[src/rtl/ft232h_pkg.sv]
// Shared types for the FT232H synchronous FIFO controller: FSM states, grant
// direction and ACBUS pin indices.
package ft232h_pkg;

  typedef enum logic [2:0] {
    IDLE,
    RX_OE,
    RX_RD,
    RX_END,
    TX_WR
  } state_t;

  typedef enum logic {
    GRANT_RX = 1'b0,
    GRANT_TX = 1'b1
  } grant_t;

  localparam int ACBUS_RXF    = 0;
  localparam int ACBUS_TXE    = 1;
  localparam int ACBUS_RD     = 2;
  localparam int ACBUS_WR     = 3;
  localparam int ACBUS_SIWU   = 4;
  localparam int ACBUS_CLKOUT = 5;
  localparam int ACBUS_OE     = 6;

endpackage

[src/rtl/ft232h_sync_fifo_ctrl_fifo.sv]
// Small synchronous FIFO used as the RX skid buffer; exposes occupancy so the
// read-strobe decision can look one byte ahead.
module ft232h_sync_fifo_ctrl_fifo #(
  parameter int ADDR_WIDTH = 2,
  parameter int DATA_WIDTH = 8
) (
  input  logic                  clk,
  input  logic                  reset,
  input  logic                  i_push,
  input  logic [DATA_WIDTH-1:0] i_data,
  input  logic                  i_pop,
  output logic [DATA_WIDTH-1:0] o_data,
  output logic                  o_empty,
  output logic                  o_full,
  output logic [ADDR_WIDTH:0]   o_count
);

  localparam int DEPTH = 1 << ADDR_WIDTH;
  localparam logic [ADDR_WIDTH:0] FULL_CNT = {1'b1, {ADDR_WIDTH{1'b0}}};

  logic [DATA_WIDTH-1:0] r_mem [DEPTH];
  logic [ADDR_WIDTH-1:0] r_wptr;
  logic [ADDR_WIDTH-1:0] r_rptr;
  logic [ADDR_WIDTH:0]   r_count;
  logic                  w_do_pop;
  logic                  w_do_push;

  assign o_empty   = (r_count == '0);
  assign o_full    = (r_count == FULL_CNT);
  assign o_count   = r_count;
  assign o_data    = r_mem[r_rptr];
  assign w_do_pop  = i_pop && !o_empty;
  // a full buffer may still accept a byte when one leaves in the same cycle
  assign w_do_push = i_push && (!o_full || w_do_pop);

  always_ff @(posedge clk) begin
    if (reset) begin
      r_wptr  <= '0;
      r_rptr  <= '0;
      r_count <= '0;
    end else begin
      if (w_do_push) r_wptr <= r_wptr + 1'b1;
      if (w_do_pop)  r_rptr <= r_rptr + 1'b1;
      r_count <= r_count + (ADDR_WIDTH+1)'(w_do_push) - (ADDR_WIDTH+1)'(w_do_pop);
    end
  end

  always_ff @(posedge clk) begin
    if (w_do_push) r_mem[r_wptr] <= i_data;
  end

endmodule

[src/rtl/ft232h_sync_fifo_ctrl.sv]
// FT245 synchronous-FIFO master for the FT232H: arbitrates the half-duplex
// ADBUS between RX and TX bursts and sequences OE#/RD#/WR# with turnaround.
module ft232h_sync_fifo_ctrl
  import ft232h_pkg::*;
#(
  parameter int MAX_BURST     = 64,
  parameter int RX_SKID_DEPTH = 4
) (
  input  logic       clk,
  input  logic       reset,
  input  logic       rxf_n,
  input  logic       txe_n,
  output logic       rd_n,
  output logic       wr_n,
  output logic       siwu_n,
  output logic       oe_n,
  input  logic [7:0] adbus_i,
  output logic [7:0] adbus_o,
  output logic       adbus_oe,
  output logic [7:0] rx_data,
  output logic       rx_valid,
  input  logic       rx_ready,
  input  logic [7:0] tx_data,
  input  logic       tx_valid,
  output logic       tx_ready
);

  localparam int SKID_AW = $clog2(RX_SKID_DEPTH);
  localparam int CW      = SKID_AW + 1;
  localparam int BW      = $clog2(MAX_BURST + 1);
  localparam logic [CW-1:0] SKID_FULL = {1'b1, {SKID_AW{1'b0}}};
  localparam logic [BW-1:0] BURST_MAX = BW'(MAX_BURST);

  state_t        r_state, w_state_nxt;
  grant_t        r_last_grant, w_last_grant_nxt;
  logic          r_oe_n, w_oe_n_nxt;
  logic          r_rd_n, w_rd_n_nxt;
  logic          r_wr_n, w_wr_n_nxt;
  logic          r_adbus_oe, w_adbus_oe_nxt;
  logic [7:0]    r_adbus_o, w_adbus_o_nxt;
  logic [BW-1:0] r_burst, w_burst_nxt, w_burst_inc;
  logic          r_hold_vld, w_hold_vld_nxt;
  logic [7:0]    r_hold_data, w_hold_data_nxt;

  logic          w_rx_xfer, w_tx_xfer, w_pop, w_tx_accept;
  logic          w_skid_empty, w_skid_full;
  logic [CW-1:0] w_skid_count, w_occ_after;
  logic          w_rx_req, w_tx_req, w_rx_go;

  ft232h_sync_fifo_ctrl_fifo #(
    .ADDR_WIDTH (SKID_AW),
    .DATA_WIDTH (8)
  ) u_rx_skid (
    .clk     (clk),
    .reset   (reset),
    .i_push  (w_rx_xfer),
    .i_data  (adbus_i),
    .i_pop   (w_pop),
    .o_data  (rx_data),
    .o_empty (w_skid_empty),
    .o_full  (w_skid_full),
    .o_count (w_skid_count)
  );

  assign rx_valid    = !w_skid_empty;
  assign w_pop       = rx_valid && rx_ready;
  assign w_rx_xfer   = !r_rd_n && !rxf_n;
  assign w_tx_xfer   = !r_wr_n && !txe_n;
  assign tx_ready    = !reset && (!r_hold_vld || w_tx_xfer);
  assign w_tx_accept = tx_valid && tx_ready;

  assign w_hold_vld_nxt  = w_tx_accept ? 1'b1 : (w_tx_xfer ? 1'b0 : r_hold_vld);
  assign w_hold_data_nxt = w_tx_accept ? tx_data : r_hold_data;

  assign w_burst_inc = ((w_rx_xfer || w_tx_xfer) && (r_burst != BURST_MAX)) ?
                       r_burst + 1'b1 : r_burst;
  assign w_occ_after = w_skid_count + CW'(w_rx_xfer) - CW'(w_pop);

  assign w_rx_req = !rxf_n && !w_skid_full;
  assign w_tx_req = r_hold_vld && !txe_n;
  // rd_n is registered: one more byte may land after this decision, so it must fit
  assign w_rx_go  = !rxf_n && (w_burst_inc < BURST_MAX) && (w_occ_after < SKID_FULL);

  assign rd_n     = r_rd_n;
  assign wr_n     = r_wr_n;
  assign oe_n     = r_oe_n;
  assign siwu_n   = 1'b1;
  assign adbus_o  = r_adbus_o;
  assign adbus_oe = r_adbus_oe;

  always_comb begin
    w_state_nxt      = r_state;
    w_last_grant_nxt = r_last_grant;
    w_oe_n_nxt       = 1'b1;
    w_rd_n_nxt       = 1'b1;
    w_wr_n_nxt       = 1'b1;
    w_adbus_oe_nxt   = 1'b0;
    w_adbus_o_nxt    = r_adbus_o;
    w_burst_nxt      = w_burst_inc;
    case (r_state)
      IDLE: begin
        if (w_rx_req && (!w_tx_req || r_last_grant == GRANT_TX)) begin
          w_state_nxt = RX_OE;
          w_oe_n_nxt  = 1'b0;
          w_burst_nxt = '0;
        end else if (w_tx_req) begin
          w_state_nxt    = TX_WR;
          w_wr_n_nxt     = 1'b0;
          w_adbus_oe_nxt = 1'b1;
          w_adbus_o_nxt  = r_hold_data;
          w_burst_nxt    = '0;
        end
      end
      RX_OE: begin
        w_state_nxt = RX_RD;
        w_oe_n_nxt  = 1'b0;
        w_rd_n_nxt  = !w_rx_go;
      end
      RX_RD: begin
        if (w_rx_go) begin
          w_oe_n_nxt = 1'b0;
          w_rd_n_nxt = 1'b0;
        end else begin
          w_state_nxt = RX_END;
        end
      end
      RX_END: begin
        w_state_nxt      = IDLE;
        w_last_grant_nxt = GRANT_RX;
      end
      TX_WR: begin
        if (w_hold_vld_nxt && !txe_n && (w_burst_inc < BURST_MAX)) begin
          w_wr_n_nxt     = 1'b0;
          w_adbus_oe_nxt = 1'b1;
          w_adbus_o_nxt  = w_hold_data_nxt;
        end else begin
          w_state_nxt      = IDLE;
          w_last_grant_nxt = GRANT_TX;
        end
      end
      default: w_state_nxt = IDLE;
    endcase
  end

  always_ff @(posedge clk) begin
    if (reset) begin
      r_state      <= IDLE;
      r_last_grant <= GRANT_TX;
      r_oe_n       <= 1'b1;
      r_rd_n       <= 1'b1;
      r_wr_n       <= 1'b1;
      r_adbus_oe   <= 1'b0;
      r_adbus_o    <= 8'h00;
      r_burst      <= '0;
      r_hold_vld   <= 1'b0;
    end else begin
      r_state      <= w_state_nxt;
      r_last_grant <= w_last_grant_nxt;
      r_oe_n       <= w_oe_n_nxt;
      r_rd_n       <= w_rd_n_nxt;
      r_wr_n       <= w_wr_n_nxt;
      r_adbus_oe   <= w_adbus_oe_nxt;
      r_adbus_o    <= w_adbus_o_nxt;
      r_burst      <= w_burst_nxt;
      r_hold_vld   <= w_hold_vld_nxt;
    end
  end

  always_ff @(posedge clk) begin
    r_hold_data <= w_hold_data_nxt;
  end

endmodule

[config.mk]
export PLATFORM = sky130hd
export DESIGN_NAME = ft232h_sync_fifo_ctrl
export DESIGN_NICKNAME = d
export VERILOG_FILES = /design/src/rtl/ft232h_pkg.sv /design/src/rtl/ft232h_sync_fifo_ctrl_fifo.sv /design/src/rtl/ft232h_sync_fifo_ctrl.sv
export SDC_FILE = /design/constraint.sdc
export NUM_CORES = 1
export LEC_CHECK = 0
export CORE_AREA = 8 8 87 147
export DETAILED_ROUTE_END_ITERATION = 7
export DIE_AREA = 0 0 95 155
export SLEW_MARGIN = 10
export SYNTH_ARGS = -nofsm -noshare
export SYNTH_HDL_FRONTEND = slang
export SYNTH_SLANG_ARGS = --single-unit
[constraint.sdc]
create_clock -name clk -period 2.61 [get_ports clk]
set_input_delay 0.3915 -clock clk [delete_from_list [all_inputs] [get_ports clk]]
set_output_delay 0.3915 -clock clk [all_outputs]
set_load 0.005 [all_outputs]
==> run summary <==
The flow ran to the end, and the final reports show no timing, DRC or antenna violations. At the later pin of the worst-skew pair, clock insertion delay measures 0.33 ns. The final layout net count is 322.

The routed design has 6370 um of wire. The maximum number of pins on one net before global-route repair is 25. The type of the tightest min-delay check is flip-flop to flip-flop.

After clock tree synthesis, the flow added hold-fix buffers numbering 0. The number of diodes added for antenna fixing is 0. The highest net fanout along the worst path is 4. Setup repair after global routing left no endpoint under its margin. The number of buffers added on ports came out at 43. The count of pins over their slew limit came out at 0. The remaining design rule violation count came out at 0.

The tool flagged a number of max-cap violations equal to 0. The synthesized area is 3150 um^2. In this run the post-CTS setup repair buffer count came out at 0. The slew at the pin closest to its max-slew limit came out at 0.512 ns. By area the synthesized netlist is led by edfxtp_1 (30%), dfxtp_1 (26%), mux4_2 (5.7%). The height of the die came out at 155 um. The tree is rooted in a clkbuf_16. For this run, the leading register cell type out of synthesis is dfxtp_1. The power density over the cells came out at 851 nW/um^2. TritonCTS built the clock tree. After synthesis, the netlist uses 50 different library cells. The number of buffers on the longest clock path came out at 2. The net switching power is 973 uW.

In this run the static leakage power is 0.00138 uW. The floorplan step defined a die boundary enclosing 14,700 um^2. Walking the worst path, the cells encountered are or3_1, and2_1, ha_1, inv_1, ha_1, a31oi_1, xnor2_1, nor3b_1, a21boi_0. The synthesized netlist net count came out at 272. The width of the chip is 95 um. The synthesized design contains 73 register bits.

The DRC violation total after the first TritonRoute iteration is 62. The library cell appearing most often on the critical path is ha_1. The total track usage is 9.30%.

The number of antenna violations at the first check in global routing is 0. The core area came out at 10,900 um^2. The number of flops mapped to enable cells by yosys came out at 32. Routability-driven placement finished with a final weighted congestion of 0.790. The sequential cell area fraction in the yosys report is 56.5%. The core occupancy in the finished layout came out at 36.9%. The top cell type by area accounts for 30.5% of the synthesized area. The final count of hold timing violations came out at 0. Data arrives at the worst endpoint at 2.49 ns.

The internal power summed over all cells came out at 2450 uW. The delay of the slowest critical-path stage came out at 0.39 ns. The total number of vias is 1,944. The clock share of power is 34.5%.

In this run switching power makes up 28.4% of total power. The clock transition at the registers of the reported paths came out at 0.06 ns. The cell count after synthesis came out at 239.

The required arrival time at the worst endpoint came out at 2.80 ns. The post-cts repair resize count came out at 0. The area overhead of the layout relative to synthesis is 27.6%. On the critical path, the stage with the largest delay is an instance of or3_1. Subtracting the final worst setup slack from the clock period gives 2.30 ns. The wire length of the first global-routing pass is 10,300 um. STA classifies the critical path startpoint as a flip-flop. The via count of the first global-routing pass is 2,143. The count of boundary I/O pins is 45. Summed over all layers, the global routing overflow is 0. The H-tree depth came out at 3. Yosys printed 0 warnings. The count of TritonRoute iterations in the first routing pass came out at 4. The number of nets with antenna violations after routing is 0. The worst setup path is captured at a flip-flop. Of all flip-flops after synthesis, the portion carrying an async set or reset was 0%. edfxtp_1 takes more of the synthesized area than any other cell. The wire length per cell came out at 15.0 um. The sum of net half-perimeters after detailed placement came out at 4800 um. The sequential cell fraction of total power is 41.2%.

The sink count of the clock tree is 73. The relative max-transition margin is 65.6%. The number of setup violations in the final report came out at 0. Setup total negative slack on the finished layout was measured at 0 ns. After detailed routing, the number of vias per cell comes to 4.56. The highest clock rate is 434 MHz. The starting density of the core came out at 28.9%. The critical path in this run is classified as flip-flop to flip-flop. Of the available clock period, the critical path in the final layout requires 88.2%. The floorplan row count is 51. The final worst clock skew is 0.00678 ns.

The average instance in the mapped netlist occupies 13.2 um^2. The share of cells above drive strength 1 is 19.4%. The number of clock buffers inserted by TritonCTS is 9. The proportion of power drawn by combinational gates is 24.3%. The maximum resistive drop on vdd came out at 463 uV.
## cell usage after synthesis (2+ instances only)
master,count
nand4_1,3
nor2b_1,4
mux2i_1,9
buf_1,2
a221oi_2,8
edfxtp_1,32
o21a_1,2
nand2_1,6
xnor2_1,8
dfxtp_1,41
mux4_2,8
mux2_2,8
buf_2,4
nor2_1,26
a21oi_1,4
ha_1,10
nor4b_1,2
a31oi_1,3
xor2_1,4
inv_1,15
nor3_1,3
or3_1,2
nand2b_4,2
o21ai_0,2
and2_1,5
buf_4,2
## state kept, by name (all words and copies together), names as in the netlist, named ones only
register / count
u_rx_skid.r_mem: 32
adbus_o: 8
r_hold_data: 8
r_burst: 7
r_state: 3
u_rx_skid.o_count: 3
u_rx_skid.r_rptr: 2
u_rx_skid.r_wptr: 2
adbus_oe: 1
oe_n: 1
r_hold_vld: 1
r_last_grant: 1
rd_n: 1
wr_n: 1
## cells by family after synthesis
kind of cell    synth area share [%]
flops                           56.5
xor+xnor                        3.33
buf+inv                         3.61
fa+ha+maj                       4.60
compound gates                  9.40
mux                             11.4
other cells                    0.119
simple gates                    11.0
## critical path, delay by kind of cell, from the launching register on
family / cells / cell delay, ns
XOR/XNOR: 1 / 0.08
adder cells (fa/ha/maj): 2 / 0.42
AND/OR/NAND/NOR: 3 / 0.92
buffers and inverters: 1 / 0.05
AO/OA/AOI/OAI: 2 / 0.33
flip-flops: 1 / 0.34
## path summary, 6_finish.rpt
path | end | start | slack [ns] | cells after the start
setup / recovery | oe_n | u_rx_skid.o_count[1] | 0.31 | 9
hold / removal | r_hold_data[3] | r_hold_data[3] | 0.48 | 1
setup reg to reg | oe_n | u_rx_skid.o_count[1] | 0.31 | 9
hold reg to reg | r_hold_data[3] | r_hold_data[3] | 0.48 | 1
## power groups by stage
stage / clock (uW) / sequential [uW] / combinational, uW
after floorplan: 0 / 1380 / 568
after global placement: 0 / 1430 / 842
after detailed placement: 0 / 1440 / 857
after CTS: 1210 / 1410 / 859
after global routing: 1260 / 1430 / 936
final: 1180 / 1410 / 833
## stage by stage
stage / power (uW) / setup slack, ns / hold slack (ns) / area, um^2 / std cells
finish: 3430 / 0.308 / 0.482 / 4030 / 426
global route: 3620 / 0.146 / 0.497 / 4030 / 426
CTS: 3480 / 0.293 / 0.484 / 4030 / 426
detailed placement: 2290 / 0.183 / 0.467 / 3740 / 410
global placement: 2270 / 0.244 / 0.461 / 3740 / 410
floorplan: 1950 / 0.468 / 0.456 / 3150 / 239
## cells in the final DEF (no fill, tap or decap), types with 2 or more instances in the layout
cell type        count
mux2i_1              9
a31oi_1              3
dfxtp_1             41
a221oi_2             8
nor2_1              26
nand2_1              6
or3_1                2
o21ai_0              2
edfxtp_1            32
clkbuf_16            9
inv_1               15
nand4_1              3
a21oi_1              4
buf_4                6
xnor2_1              8
inv_6                6
o21a_1               2
and2_1               5
mux2_2               8
nor2b_1              4
mux4_2               8
nor4b_1              2
nand2b_4             2
nor3_1               3
xor2_1               4
clkdlybuf4s50_1     43
ha_1                10
## cell type report
| type | instances | area (um^2) |
|---|---|---|
| Fill cell | 1037 | 6890 |
| Clock inverter | 7 | 63.8 |
| Sequential cell | 73 | 1780 |
| Tap cell | 132 | 165 |
| Multi-Input combinational cell | 141 | 1260 |
| Timing Repair Buffer | 49 | 475 |
| Clock buffer | 9 | 225 |
| Inverter | 15 | 56.3 |
## per-layer routing
| metal | share of wire (%) | wire (um) | vias up | track usage (%) |
|---|---|---|---|---|
| li1 | - | - | 958 | - |
| met1 | 38 | 2420 | 938 | 8.95 |
| met2 | 56 | 3580 | 40 | 16.8 |
| met3 | 4.0 | 255 | 8 | 2.46 |
| met4 | 1.8 | 115 | 0 | 5.69 |
| met5 | 0 | 0 | - | 0 |
No activity file was read; power rests on OpenSTA's default activity.
